**config.mk**
```make
export PLATFORM = sky130hd
export DESIGN_NAME = ctrl_core_seq_flat
export DESIGN_NICKNAME = d
export VERILOG_FILES = /design/src/rtl/ctrl_core_seq_if.sv /design/src/rtl/ctrl_core_seq.sv /design/src/flat_wrapper.sv
export SDC_FILE = /design/constraint.sdc
export NUM_CORES = 1
export LEC_CHECK = 0
export BUFFER_PORTS_ARGS = -buffer_cell sky130_fd_sc_hd__buf_2
export CAP_MARGIN = 10
export CELL_PAD_IN_SITES_DETAIL_PLACEMENT = 1
export CELL_PAD_IN_SITES_GLOBAL_PLACEMENT = 1
export CORE_MARGIN = 4
export CORE_UTILIZATION = 40
export CTS_CLUSTER_DIAMETER = 60
export DETAILED_ROUTE_END_ITERATION = 8
export PLACE_DENSITY = 0.72
export RECOVER_POWER = 100
export SYNTH_ARGS = -nofsm -noshare
export SYNTH_HDL_FRONTEND = slang
export SYNTH_SLANG_ARGS = --single-unit
export TNS_END_PERCENT = 10
```
**constraint.sdc**
```tcl
create_clock -name clk -period 6.6 [get_ports clk]
set_input_delay 1.32 -clock clk [delete_from_list [all_inputs] [get_ports clk]]
set_output_delay 1.32 -clock clk [all_outputs]
set_load 0.03 [all_outputs]
```
**src/rtl/ctrl_core_seq_if.sv**
```systemverilog
// rtl/ctrl_core_seq_if.sv - conv controller and memory read bus between the sequencer and the conv core
interface ctrl_core_seq_if #(
    parameter int WADDR = 16,
    parameter int IADDR = 18
);
    logic [1:0]       core_state;
    logic             conv_in_begin;
    logic             conv_in_valid;
    logic             first_input;
    logic             last_input;
    logic             conv_out_end;
    logic             mem_wt_re;
    logic [WADDR-1:0] mem_wt_addr;
    logic             mem_img_re;
    logic [IADDR-1:0] mem_img_addr;

    modport master (
        output core_state, conv_in_begin, conv_in_valid, first_input, last_input,
        output mem_wt_re, mem_wt_addr, mem_img_re, mem_img_addr,
        input  conv_out_end
    );

    modport slave (
        input  core_state, conv_in_begin, conv_in_valid, first_input, last_input,
        input  mem_wt_re, mem_wt_addr, mem_img_re, mem_img_addr,
        output conv_out_end
    );
endinterface

```
**src/rtl/ctrl_core_seq.sv**
```systemverilog
// rtl/ctrl_core_seq.sv - layer-level sequencer driving one convolution core
module ctrl_core_seq #(
    parameter int LWIDTH = 10,
    parameter int WADDR  = 16,
    parameter int IADDR  = 18
) (
    input  logic              clk,
    input  logic              xrst,
    input  logic              start,
    input  logic [LWIDTH-1:0] img_size,
    input  logic [LWIDTH-1:0] fil_size,
    input  logic [LWIDTH-1:0] total_in,
    input  logic [LWIDTH-1:0] total_out,
    output logic [LWIDTH-1:0] out_ch,
    output logic              busy,
    output logic              done,
    output logic              err,
    ctrl_core_seq_if.master   bus
);
    localparam logic [1:0] S_WAIT   = 2'd0;
    localparam logic [1:0] S_WEIGHT = 2'd1;
    localparam logic [1:0] S_INPUT  = 2'd2;
    localparam logic [1:0] S_OUTPUT = 2'd3;

    localparam int PW = 2 * LWIDTH;
    localparam logic [LWIDTH-1:0] L_ONE  = LWIDTH'(1);
    localparam logic [LWIDTH-1:0] L_TWO  = LWIDTH'(2);
    localparam logic [PW-1:0]     P_ONE  = PW'(1);

    logic [1:0]        state;
    logic [LWIDTH-1:0] img_r, fil_r, tin_r, tout_r;
    logic [LWIDTH-1:0] in_ch;
    logic [PW-1:0]     wt_cnt;
    logic [PW-1:0]     pix_cnt;
    logic              in_begin_r, in_valid_r, first_r, last_r;
    logic              wt_re_r, img_re_r;
    logic [WADDR-1:0]  wt_addr_r;
    logic [IADDR-1:0]  img_addr_r;

    // Per-channel cycle budgets derived from the latched command only
    logic [PW-1:0] fil_sq, img_sq;
    logic          illegal_cmd, wt_last, px_last, in_last, out_last;

    assign fil_sq      = {{LWIDTH{1'b0}}, fil_r} * {{LWIDTH{1'b0}}, fil_r};
    assign img_sq      = {{LWIDTH{1'b0}}, img_r} * {{LWIDTH{1'b0}}, img_r};
    assign wt_last     = (wt_cnt == fil_sq - P_ONE);
    assign px_last     = (pix_cnt == img_sq - P_ONE);
    assign in_last     = (in_ch + L_ONE == tin_r);
    assign out_last    = (out_ch + L_ONE == tout_r);
    assign illegal_cmd = (fil_size == '0) || (fil_size > img_size) ||
                         (total_in == '0) || (total_out == '0);

    assign bus.core_state    = state;
    assign bus.conv_in_begin = in_begin_r;
    assign bus.conv_in_valid = in_valid_r;
    assign bus.first_input   = first_r;
    assign bus.last_input    = last_r;
    assign bus.mem_wt_re     = wt_re_r;
    assign bus.mem_wt_addr   = wt_addr_r;
    assign bus.mem_img_re    = img_re_r;
    assign bus.mem_img_addr  = img_addr_r;

    // Sequencer: state, strobes, addresses and channel counters
    always_ff @(posedge clk) begin
        if (xrst) begin
            state      <= S_WAIT;
            img_r      <= '0;
            fil_r      <= '0;
            tin_r      <= '0;
            tout_r     <= '0;
            in_ch      <= '0;
            out_ch     <= '0;
            wt_cnt     <= '0;
            pix_cnt    <= '0;
            in_begin_r <= 1'b0;
            in_valid_r <= 1'b0;
            first_r    <= 1'b0;
            last_r     <= 1'b0;
            wt_re_r    <= 1'b0;
            img_re_r   <= 1'b0;
            wt_addr_r  <= '0;
            img_addr_r <= '0;
            busy       <= 1'b0;
            done       <= 1'b0;
            err        <= 1'b0;
        end else begin
            in_begin_r <= 1'b0;
            done       <= 1'b0;
            err        <= 1'b0;
            // Image memory answers one cycle after the read strobe
            in_valid_r <= img_re_r;
            if (wt_re_r)
                wt_addr_r <= wt_addr_r + WADDR'(1);
            if (img_re_r)
                img_addr_r <= img_addr_r + IADDR'(1);

            case (state)
                S_WAIT: begin
                    if (start) begin
                        img_r  <= img_size;
                        fil_r  <= fil_size;
                        tin_r  <= total_in;
                        tout_r <= total_out;
                        if (illegal_cmd) begin
                            done <= 1'b1;
                            err  <= 1'b1;
                        end else begin
                            state      <= S_WEIGHT;
                            busy       <= 1'b1;
                            in_begin_r <= 1'b1;
                            in_ch      <= '0;
                            out_ch     <= '0;
                            wt_cnt     <= '0;
                            wt_addr_r  <= '0;
                            img_addr_r <= '0;
                            wt_re_r    <= 1'b1;
                            first_r    <= 1'b1;
                            last_r     <= (total_in == L_ONE);
                        end
                    end
                end
                S_WEIGHT: begin
                    if (wt_last) begin
                        state    <= S_INPUT;
                        wt_cnt   <= '0;
                        wt_re_r  <= 1'b0;
                        img_re_r <= 1'b1;
                        pix_cnt  <= '0;
                    end else begin
                        wt_cnt <= wt_cnt + P_ONE;
                    end
                end
                S_INPUT: begin
                    if (px_last) begin
                        img_re_r <= 1'b0;
                        pix_cnt  <= '0;
                        if (!in_last) begin
                            state   <= S_WEIGHT;
                            in_ch   <= in_ch + L_ONE;
                            wt_re_r <= 1'b1;
                            first_r <= 1'b0;
                            last_r  <= (in_ch + L_TWO == tin_r);
                        end else begin
                            state <= S_OUTPUT;
                        end
                    end else begin
                        pix_cnt <= pix_cnt + P_ONE;
                    end
                end
                S_OUTPUT: begin
                    if (bus.conv_out_end) begin
                        if (!out_last) begin
                            state      <= S_WEIGHT;
                            out_ch     <= out_ch + L_ONE;
                            in_ch      <= '0;
                            img_addr_r <= '0;
                            in_begin_r <= 1'b1;
                            wt_re_r    <= 1'b1;
                            first_r    <= 1'b1;
                            last_r     <= (tin_r == L_ONE);
                        end else begin
                            state   <= S_WAIT;
                            busy    <= 1'b0;
                            done    <= 1'b1;
                            first_r <= 1'b0;
                            last_r  <= 1'b0;
                        end
                    end
                end
                default: state <= S_WAIT;
            endcase
        end
    end
endmodule

```
**src/flat_wrapper.sv**
```systemverilog
// flat-port wrapper written by rule: the top's interface ports become plain ports
module ctrl_core_seq_flat 
#(
    parameter int LWIDTH = 10,
    parameter int WADDR  = 16,
    parameter int IADDR  = 18
)
  (clk, xrst, start, img_size, fil_size, total_in, total_out, out_ch, busy, done, err, bus_core_state, bus_conv_in_begin, bus_conv_in_valid, bus_first_input, bus_last_input, bus_mem_wt_re, bus_mem_wt_addr, bus_mem_img_re, bus_mem_img_addr, bus_conv_out_end);
  ctrl_core_seq_if #(.WADDR(WADDR), .IADDR(IADDR)) bus_i ();
  input  logic clk;
  input  logic xrst;
  input  logic start;
  input  logic [LWIDTH-1:0] img_size;
  input  logic [LWIDTH-1:0] fil_size;
  input  logic [LWIDTH-1:0] total_in;
  input  logic [LWIDTH-1:0] total_out;
  output logic [LWIDTH-1:0] out_ch;
  output logic busy;
  output logic done;
  output logic err;
  output wire logic [$bits(bus_i.core_state)-1:0] bus_core_state;
  output wire logic [$bits(bus_i.conv_in_begin)-1:0] bus_conv_in_begin;
  output wire logic [$bits(bus_i.conv_in_valid)-1:0] bus_conv_in_valid;
  output wire logic [$bits(bus_i.first_input)-1:0] bus_first_input;
  output wire logic [$bits(bus_i.last_input)-1:0] bus_last_input;
  output wire logic [$bits(bus_i.mem_wt_re)-1:0] bus_mem_wt_re;
  output wire logic [$bits(bus_i.mem_wt_addr)-1:0] bus_mem_wt_addr;
  output wire logic [$bits(bus_i.mem_img_re)-1:0] bus_mem_img_re;
  output wire logic [$bits(bus_i.mem_img_addr)-1:0] bus_mem_img_addr;
  input wire logic [$bits(bus_i.conv_out_end)-1:0] bus_conv_out_end;
  assign bus_core_state = bus_i.core_state;
  assign bus_conv_in_begin = bus_i.conv_in_begin;
  assign bus_conv_in_valid = bus_i.conv_in_valid;
  assign bus_first_input = bus_i.first_input;
  assign bus_last_input = bus_i.last_input;
  assign bus_mem_wt_re = bus_i.mem_wt_re;
  assign bus_mem_wt_addr = bus_i.mem_wt_addr;
  assign bus_mem_img_re = bus_i.mem_img_re;
  assign bus_mem_img_addr = bus_i.mem_img_addr;
  assign bus_i.conv_out_end = bus_conv_out_end;
  ctrl_core_seq #(.LWIDTH(LWIDTH), .WADDR(WADDR), .IADDR(IADDR)) u_core (.clk(clk), .xrst(xrst), .start(start), .img_size(img_size), .fil_size(fil_size), .total_in(total_in), .total_out(total_out), .out_ch(out_ch), .busy(busy), .done(done), .err(err), .bus(bus_i));
endmodule
```
; ---- Yosys cells after proc, flatten, opt, wreduce, memory -nomap -nowiden
; Cells that the tools add are included.
[totals]
reg_bits = 145
output_inout_bits = 55
[classes]
n_addsub = 9
mul = 2
magnitude_cmp = 1
n_eq_ne = 18
mux = 70
n_bitwise = 1
reduce_logical = 22
[op_table]
columns = cell, count
row1 = 20-bit two-way mux, 5
row2 = 18-bit two-way mux, 5
row3 = 10-bit two-way mux, 8
row4 = 20-bit one-hot mux with 2 select lines, 2
row5 = 16-bit two-way mux, 4
row6 = 20-bit by 1-bit adder with 20-bit output (second input constant), 2
row7 = 20-bit equality test, 2
row8 = 10-bit by 10-bit multiplier with 20-bit output, 2
row9 = 20-bit by 1-bit subtractor with 20-bit output (second input constant), 2
row10 = 18-bit one-hot mux with 2 select lines, 1
row11 = 10-bit equality test, 3
row12 = 10-bit zero test, 3
row13 = 10-bit one-hot mux with 3 select lines, 1
row14 = 1-bit two-way mux, 29
row15 = 10-bit by 1-bit adder with 10-bit output (second input constant), 2
row16 = 10-bit by 1-bit equality test with 1-bit output (second input constant), 2
row17 = 10-bit one-hot mux with 2 select lines, 1
row18 = 18-bit by 1-bit adder with 18-bit output (second input constant), 1
row19 = 16-bit by 1-bit adder with 16-bit output (second input constant), 1
row20 = 5-bit AND reduction, 3
row21 = 7-bit AND reduction, 2
row22 = 2-bit two-way mux, 6
row23 = 10-bit by 2-bit adder with 10-bit output (second input constant), 1
row24 = 10-bit > comparator, 1
row25 = 17 further kinds, 34

; ---- Longest topological paths before layout
; Gate-level depths: netlist (run 1).
[depth]
word_depth = 7
depth_mapped = 25

; ---- Worst setup path after synthesis (run 1)
; No wires, ideal clock.
[synth_timing]
kind = register to register
from = register u_core.img_r[7]
to = register u_core.pix_cnt[7]
setup_ps = 130
t_arrival_ps = 6100
required_ps = 6470
slack_ps = 370
path_stages_with_launch = 22
path_cell_list = dfxtp_1 -> clkbuf_1 -> nand2_1 -> fa_1 -> inv_1 -> fa_1 -> inv_1 -> fa_1 -> fa_1 -> fa_1 -> inv_1 -> ha_1 -> nand3_1 -> a211oi_1 -> nor4_1 -> or4_4 -> a2111oi_4 -> a21oi_2 -> buf_2 -> o21bai_2 -> buf_2 -> a21oi_1
[synth_via]
elab_chain_len = 5
[synth_lines]
columns = element, line
row1 = "start, declared", ctrl_core_seq.sv:31  ; logic [LWIDTH-1:0] img_r, fil_r, tin_r, tout_r;
row2 = "start signal, assigned", ctrl_core_seq.sv:100  ; img_r <= img_size;
row3 = 10-bit by 10-bit multiplier with 20-bit output, ctrl_core_seq.sv:45  ; assign img_sq = {{LWIDTH{1'b0}}, img_r} * {{LWIDTH{1'b0}}, img_r};
row4 = 20-bit by 1-bit subtractor with 20-bit output, ctrl_core_seq.sv:47  ; assign px_last = (pix_cnt == img_sq - P_ONE);
row5 = 20-bit equality test, ctrl_core_seq.sv:47
row6 = 20-bit two-way mux, ctrl_core_seq.sv:134  ; if (px_last) begin
row7 = 20-bit one-hot mux with 2 select lines, ctrl_core_seq.sv:97  ; case (state)
row8 = "end signal, assigned", ctrl_core_seq.sv:147  ; pix_cnt <= pix_cnt + P_ONE;
row9 = "end, declared", ctrl_core_seq.sv:34  ; logic [PW-1:0] pix_cnt;
; Every way passes these cells.
; A chain may end at the register's enable or synchronous reset.

; ---- Worst setup path in the final report (run 1)
[layout_timing]
from = register u_core.img_r[7]
to = register u_core.in_ch[0]
[layout_via]
elab_chain_len = 5
[layout_lines]
columns = element, line
row1 = 10-bit by 10-bit multiplier with 20-bit output, ctrl_core_seq.sv:45
row2 = 20-bit by 1-bit subtractor with 20-bit output, ctrl_core_seq.sv:47
row3 = 20-bit equality test, ctrl_core_seq.sv:47
row4 = 2-bit by 1-bit != test with 1-bit output (no source line), n/a
row5 = 7-bit AND reduction (no source line), n/a
row6 = "end signal, assigned", ctrl_core_seq.sv:139  ; in_ch <= in_ch + L_ONE;
row7 = "end, declared", ctrl_core_seq.sv:32  ; logic [LWIDTH-1:0] in_ch;
; Every way passes these cells.

==> results of run 1 <==
-- logic make-up after synthesis --
kind of cell / after synthesis
xor gates and xnor gates: 148
AOI/OAI and AO/OA: 302
and+or+nand+nor: 626
buffers and inverters: 296
adders and majority gates: 229
muxes: 8
other: 2
DFF: 145
-- cells in the mapped netlist, drive strengths merged (6+ instances only) --
cell | count | area, µm²
a211oi | 12 | 95.1
a21boi | 6 | 45.1
a21o | 8 | 62.6
a21oi | 118 | 609
a311oi | 8 | 70.1
a31oi | 17 | 106
and2 | 25 | 158
and3 | 17 | 108
and4 | 8 | 70.1
buf | 11 | 52.6
clkbuf | 70 | 263
dfxtp | 145 | 2900
fa | 114 | 2280
ha | 115 | 1440
inv | 215 | 807
mux2i | 7 | 70.1
nand2 | 246 | 923
nand2b | 9 | 56.3
nand3 | 37 | 185
nand4 | 46 | 288
nor2 | 134 | 503
nor2b | 12 | 75.1
nor3 | 30 | 150
nor4 | 18 | 125
o211ai | 11 | 82.6
o21a | 6 | 45.0
o21ai | 46 | 230
o21bai | 8 | 63.8
o31ai | 18 | 135
or3 | 13 | 82.6
or4 | 20 | 154
xnor2 | 88 | 771
xor2 | 60 | 541
-- per-layer routing --
metal  vias up  global-route usage, %  routed length, µm
met5         -                      0                 23
met4         4                   5.30                654
met3        47                   3.11               1460
met2       192                   36.1              19400
met1      6163                   28.2              18600
li1       6023                      -                  -
-- per-stage QoR --
stage	TNS [ns]	util [%]	hold slack [ns]	total power, mW	area [µm²]
floorplan	0	-	0.448	3.54	14100
global placement	0	43.7	0.458	4.34	15100
detailed placement	0	43.7	0.465	4.40	15100
CTS	0	45.5	0.474	5.52	15700
global route	-0.0708	45.5	0.490	6.05	15700
finish	0	45.5	0.469	5.58	15700
-- cell type report --
class	count	area share [%]
inverter	215	5.13
multi-input combinational	1317	64.1
clock buffer	20	2.90
sequential	145	18.5
clock inverter	12	1.08
tap	455	3.62
timing repair buffer	136	4.64
antenna	1	0.0159
-- worst paths after layout --
path                                  startpoint          endpoint  slack, ns  depth (start not counted)
worst min-delay path            u_core.tout_r[6]  u_core.tout_r[6]       0.47                          2
worst max-delay path             u_core.img_r[7]   u_core.in_ch[0]       0.25                         19
worst min register to register  u_core.tout_r[6]  u_core.tout_r[6]       0.47                          2
worst max register to register   u_core.img_r[7]   u_core.in_ch[0]       0.25                         19
-- tightest hold or removal path: cells and delay by family, from the launching register on --
| kind | cells | cell delay, ns |
|---|---|---|
| flops | 1 | 0.32 |
| simple gates | 1 | 0.05 |
| compound gates | 1 | 0.05 |
-- flip-flops by register name (all words and copies together) (netlist names), 10 cells and up --
signal                   count
u_core.bus.mem_wt_addr      16
u_core.in_ch                10
u_core.pix_cnt              20
u_core.out_ch               10
u_core.tout_r               10
u_core.tin_r                10
u_core.wt_cnt               20
u_core.img_r                10
u_core.bus.mem_img_addr     18
u_core.fil_r                10
-- power by group --
group	total (mW)	leakage, nW	switching, mW	internal (mW)
clock network	1.07	0.304	0.442	0.624
registers	1.05	1.18	0.109	0.943
logic	3.46	4.93	2.13	1.33
total	5.58	6.42	2.68	2.90
-- repair_timing --
| action | 4_1_cts | 5_1_grt |
|---|---|---|
| buffers inserted | 0 | 1 |
| endpoints found under the hold margin | 0 | 0 |
| gates resized for setup | 0 | 24 |
| endpoints found under the setup margin | 0 | 55 |
==> flow_summary.yaml, run 1 <==
layout:
  stdcell_count: 2301
  drive_above_1_share_pct: 8.08
  layout_commonest_cell: "sky130_fd_sc_hd__nand2_1"
  regArea_um2: 2920
  final_cell_mix: "sky130_fd_sc_hd__nand2_1 (245), sky130_fd_sc_hd__inv_1 (215), sky130_fd_sc_hd__nor2_1 (134)"
  multiInputGateArea_um2: 10100
  area_growth_syn_to_layout_pct: 12.1
  nNetsFinal: 2105
  final.fill_count: 4215
timing:
  maxClockFrequency_ghz: 0.158
  skew_ns: 0.0190
  max_slew.worst_pin.slew_ns: 2.31
  report.final.hold_viol_count: 0
  final.period_utilization_pct: 96.2
  setup_viol: 0
  final_count_of_pins_violating_max_slew: 80
  final.min_clock_period_ns: 6.35
  slew-limit-headroom_pct: -54.4
  timing.final.ws_setup_ns: 0.252
yosys:
  synthesized_flop_and_latch_total: 145
  synth_top_family_by_area: "adder cells"
  compound_cell_area_share_of_the_yosys_netlist_pct: 13.8
  synth-edff-count: 0
  netlist_area_um2: 14000
  synth.lib_cells_used.distinct: 76
  async_flop_share_pct: 0
  synth_area_per_cell_um2: 8.00
  synth_sequential_area_ratio_pct: 20.7
  post_synthesis_share_of_cell_area_spent_on_full_adders_half_adders_and_majority_gates_pct: 26.5
  syn_inst: 1756
  synthMuxAreaShare_pct: 0.579
  post_synth_xor_area_fraction_pct: 9.33
  synth_flop_cell: "sky130_fd_sc_hd__dfxtp_1"
  post_synth_and_or_nand_nor_area_fraction_pct: 21.1
  ys.warnings.count: 0
global_route:
  track_usage_pct: 21.1
  grt_pass1_vias: 13167
  grt_antenna_before_repair: 3
  overflow: 0
  grt_max_degree: 42
  first_pass_grt_wire_length_mm: 67.3
placement:
  place_ws_ns: 0.0600
  dp.cells: 2266
  place.port_buffers: 98
  place.detailed.hpwl_mm: 31.9
  gpl.final_weighted_congestion: 0.889
worst_setup_path:
  worst-path-buf-inv: 4
  critical-path-slowest-cell: "sky130_fd_sc_hd__fa_1"
  arrival_ns: 6.72
  worst_setup_path_end_kind: "flip-flop"
  critical_path_s_most_frequent_cell: "sky130_fd_sc_hd__fa_1"
  worstPathCellList: "nand2_1 -> fa_1 -> inv_1 -> fa_1 -> inv_1 -> fa_1 -> fa_1 -> fa_1 -> inv_1 -> ha_1 -> nand3_1 -> a211oi_2 -> nor4_1 -> or4_4 -> a2111oi_4 -> buf_4 -> nand2_1 -> or4_1 -> a21oi_1"
  max_stage_delay_ns: 0.61
  setup.worst_path.class: "flip-flop to flip-flop"
  critPathMaxFanout: 6
  startpoint_type: "flip-flop"
  worstPathRequired_ns: 6.97
  critPathTopFamily: "adder cells"
clock_tree:
  clock-root-buffer: "sky130_fd_sc_hd__clkbuf_16"
  cts.htree.levels: 4
  cts.reportedPaths.clkPinSlew_ns: 0.07
  postCtsHoldBufs: 0
  clk_buf_depth: 2
  worst_skew_pair.late_latency_ns: 0.44
  tritoncts: "done"
  numCtsBuffers: 17
  cts_sinks: 145
status:
  run_status: "complete, but fails checks"
  failed_checks: "capacitance limit, slew limit"
die:
  floorplan.die.width_um: 195
  coreArea_um2: 34600
  dieArea_um2: 38200
  num_rows: 68
  design.portCount: 99
  initial_core_util_pct: 40.6
  die_h_um: 195
route:
  firstDrtPassIters: 5
  detail-route-antenna-nets: 0
  via_count: 12429
  vias_per_cell: 5.40
  drt_drc_violations_left: 0
  drt_wl_total_mm: 40.1
  routedWlPerCell_um: 17.4
  detail_route.iter0.violations: 505
pwr:
  worst_ir_drop_vdd_mv: 0.196
  total_power_density_per_cell_area_nw_per_um2: 354
  leakagePower_nw: 6.42
flow_run:
  maxCapViolations: 2
hold_path:
  min_path_type: "flip-flop to flip-flop"
(Power assumes the default switching activity.)
==> inputs of run 2 (changes only) <==
--- a/config.mk
+++ b/config.mk
@@ -11,6 +11,7 @@
 export CELL_PAD_IN_SITES_GLOBAL_PLACEMENT = 1
 export CORE_MARGIN = 4
 export CORE_UTILIZATION = 40
+export CTS_BUF_LIST = sky130_fd_sc_hd__clkbuf_8 sky130_fd_sc_hd__clkbuf_16
 export CTS_CLUSTER_DIAMETER = 60
 export DETAILED_ROUTE_END_ITERATION = 8
 export PLACE_DENSITY = 0.72
==> run 2 against run 1 <==
  * The flow still finishes with violations (capacitance limit, slew limit)
  * Worst setup slack worse by 0.012 ns
  * Via count about the same
  * Global-route usage unchanged
  * Sequential cell count unchanged
  * First-iteration DRC count up 1.2%
  * Clock skew about the same
  * Hold slack about the same
  * Combinational power about the same
  * Total power about the same
  * Critical path depth unchanged
==> flow_summary.yaml, run 2 (same netlist as run 1, synthesis figures left out) <==
status:
  run_status: "complete, but fails checks"
  failed_checks: "capacitance limit, slew limit"
layout:
  final.fill_count: 4215
  layout_commonest_cell: "sky130_fd_sc_hd__nand2_1"
  area_growth_syn_to_layout_pct: 12.1
  drive_above_1_share_pct: 8.08
  nNetsFinal: 2105
  final_cell_mix: "sky130_fd_sc_hd__nand2_1 (245), sky130_fd_sc_hd__inv_1 (216), sky130_fd_sc_hd__nor2_1 (134)"
  multiInputGateArea_um2: 10100
  regArea_um2: 2920
pwr:
  flop_pwr_share_pct: 18.8
  total_power_density_per_cell_area_nw_per_um2: 354
  p_clk_share_pct: 19.1
  swShare_pct: 48.1
  leakagePower_nw: 6.42
  power.internal_mw: 2.89
  power.share.combinational_pct: 62.1
  switching_power_mw: 2.68
  worst_ir_drop_vdd_mv: 0.196
timing:
  final_count_of_pins_violating_max_slew: 80
  maxClockFrequency_ghz: 0.157
  timing.final.ws_setup_ns: 0.240
  final.min_clock_period_ns: 6.36
  hold_slack_ns: 0.469
  setup_viol: 0
  final.period_utilization_pct: 96.4
  max_slew.worst_pin.slew_ns: 2.32
  skew_ns: 0.0192
  report.final.hold_viol_count: 0
  slew-limit-headroom_pct: -54.4
global_route:
  grtUsageMet1_pct: 28.2
  gr-usage-met3_pct: 3.11
  first_pass_grt_wire_length_mm: 67.3
  globalRouteMet2Util_pct: 36.1
  grt_pass1_vias: 13167
  grt_max_degree: 42
  grt_antenna_before_repair: 3
  overflow: 0
  global_route_layer_with_the_greatest_usage: "met2"
  track_usage_pct: 21.1
worst_setup_path:
  worstPathRequired_ns: 6.97
  critPathMaxFanout: 6
  worst-path-buf-inv: 4
  setup.worst_path.class: "flip-flop to flip-flop"
  max_stage_delay_ns: 0.61
  worstPathCellList: "nand2_1 -> fa_1 -> inv_1 -> fa_1 -> inv_1 -> fa_1 -> fa_1 -> fa_1 -> inv_1 -> ha_1 -> nand3_1 -> a211oi_2 -> nor4_1 -> or4_4 -> a2111oi_4 -> buf_4 -> nand2_1 -> or4_1 -> a21oi_1"
  critical-path-slowest-cell: "sky130_fd_sc_hd__fa_1"
  worst_setup_path_end_kind: "flip-flop"
  critPathTopFamily: "adder cells"
  arrival_ns: 6.73
  critical_path_s_most_frequent_cell: "sky130_fd_sc_hd__fa_1"
  startpoint_type: "flip-flop"
route:
  drt_wl_total_mm: 40.1
  detail-route-antenna-nets: 0
  firstDrtPassIters: 4
  routedWlPerCell_um: 17.4
  detail_route.iter0.violations: 511
  via_count: 12418
  vias_per_cell: 5.40
  drt_drc_violations_left: 0
clock_tree:
  numCtsBuffers: 17
  clk_buf_depth: 2
  cts.htree.levels: 4
  worst_skew_pair.late_latency_ns: 0.44
  cts.reportedPaths.clkPinSlew_ns: 0.07
  cts_sinks: 145
  postCtsHoldBufs: 0
  tritoncts: "done"
  clock-root-buffer: "sky130_fd_sc_hd__clkbuf_16"
die:
  num_rows: 68
  dieArea_um2: 38200
  initial_core_util_pct: 40.6
  die_h_um: 195
  floorplan.die.width_um: 195
  coreArea_um2: 34600
  design.portCount: 99
flow_run:
  maxCapViolations: 2
placement:
  gpl.final_weighted_congestion: 0.889
  place_ws_ns: 0.0600
  place.detailed.hpwl_mm: 31.9
  place.port_buffers: 98
hold_path:
  min_path_type: "flip-flop to flip-flop"
[run 2: cell count changes in the layout (fill, tap and decap cells not counted)]
cell	delta
sky130_fd_sc_hd__clkbuf_1	-1
sky130_fd_sc_hd__inv_1	+1
[run 2: power by group through the flow]
stage / Clock (mW) / Combinational, mW / Sequential, mW
detailed placement: 0 / 3.34 / 1.07
floorplan: 0 / 2.48 / 1.05
global placement: 0 / 3.28 / 1.06
finish: 1.06 / 3.46 / 1.05
CTS: 1.09 / 3.38 / 1.05
global route: 1.12 / 3.87 / 1.06
[run 2: final cells by class]
type | count | area share, %
clock inverter | 13 | 1.10
clock buffer | 19 | 2.88
tap | 455 | 3.62
antenna | 1 | 0.0159
sequential | 145 | 18.5
timing repair buffer | 136 | 4.64
multi-input combinational | 1317 | 64.1
inverter | 215 | 5.13
[run 2: timing repair]
action                     4_1_cts  5_1_grt
buffers inserted                 0        1
setup endpoints to repair        0       55
resized for setup                0       24
[run 2: worst paths after layout]
| path | startpoint | to | slack [ns] | cells after the start |
|---|---|---|---|---|
| worst min-delay path | u_core.tout_r[6] | u_core.tout_r[6] | 0.47 | 2 |
| worst max register to register | u_core.img_r[7] | u_core.in_ch[0] | 0.24 | 19 |
| worst max-delay path | u_core.img_r[7] | u_core.in_ch[0] | 0.24 | 19 |
| worst min register to register | u_core.tout_r[6] | u_core.tout_r[6] | 0.47 | 2 |
[run 2: per-stage QoR]
step                      cells  TNS, ns  cell area [µm²]  power, mW  utilization [%]
after CTS                  2298        0            15700       5.52             45.5
after floorplan            1758        0            14100       3.54                -
after global placement     2266        0            15100       4.34             43.7
after detailed placement   2266        0            15100       4.40             43.7
after global routing       2300  -0.0705            15700       6.05             45.5
final                      2301        0            15700       5.58             45.5
[run 2: layer usage]
layer / part of all wire [%] / vias to the layer above
met5: 0.057 / -
li1: - / 6021
met4: 1.6 / 4
met1: 46 / 6166
met2: 48 / 184
met3: 3.6 / 43
[run 2: worst register-to-register path, delay by kind of cell (launching register included)]
| kind | cells | cell delay, ns |
|---|---|---|
| AND/OR/NAND/NOR | 6 | 1.55 |
| AO/OA/AOI/OAI | 3 | 0.87 |
| buffers and inverters | 4 | 0.40 |
| flip-flops | 1 | 0.42 |
| adder cells (fa/ha/maj) | 6 | 3.06 |
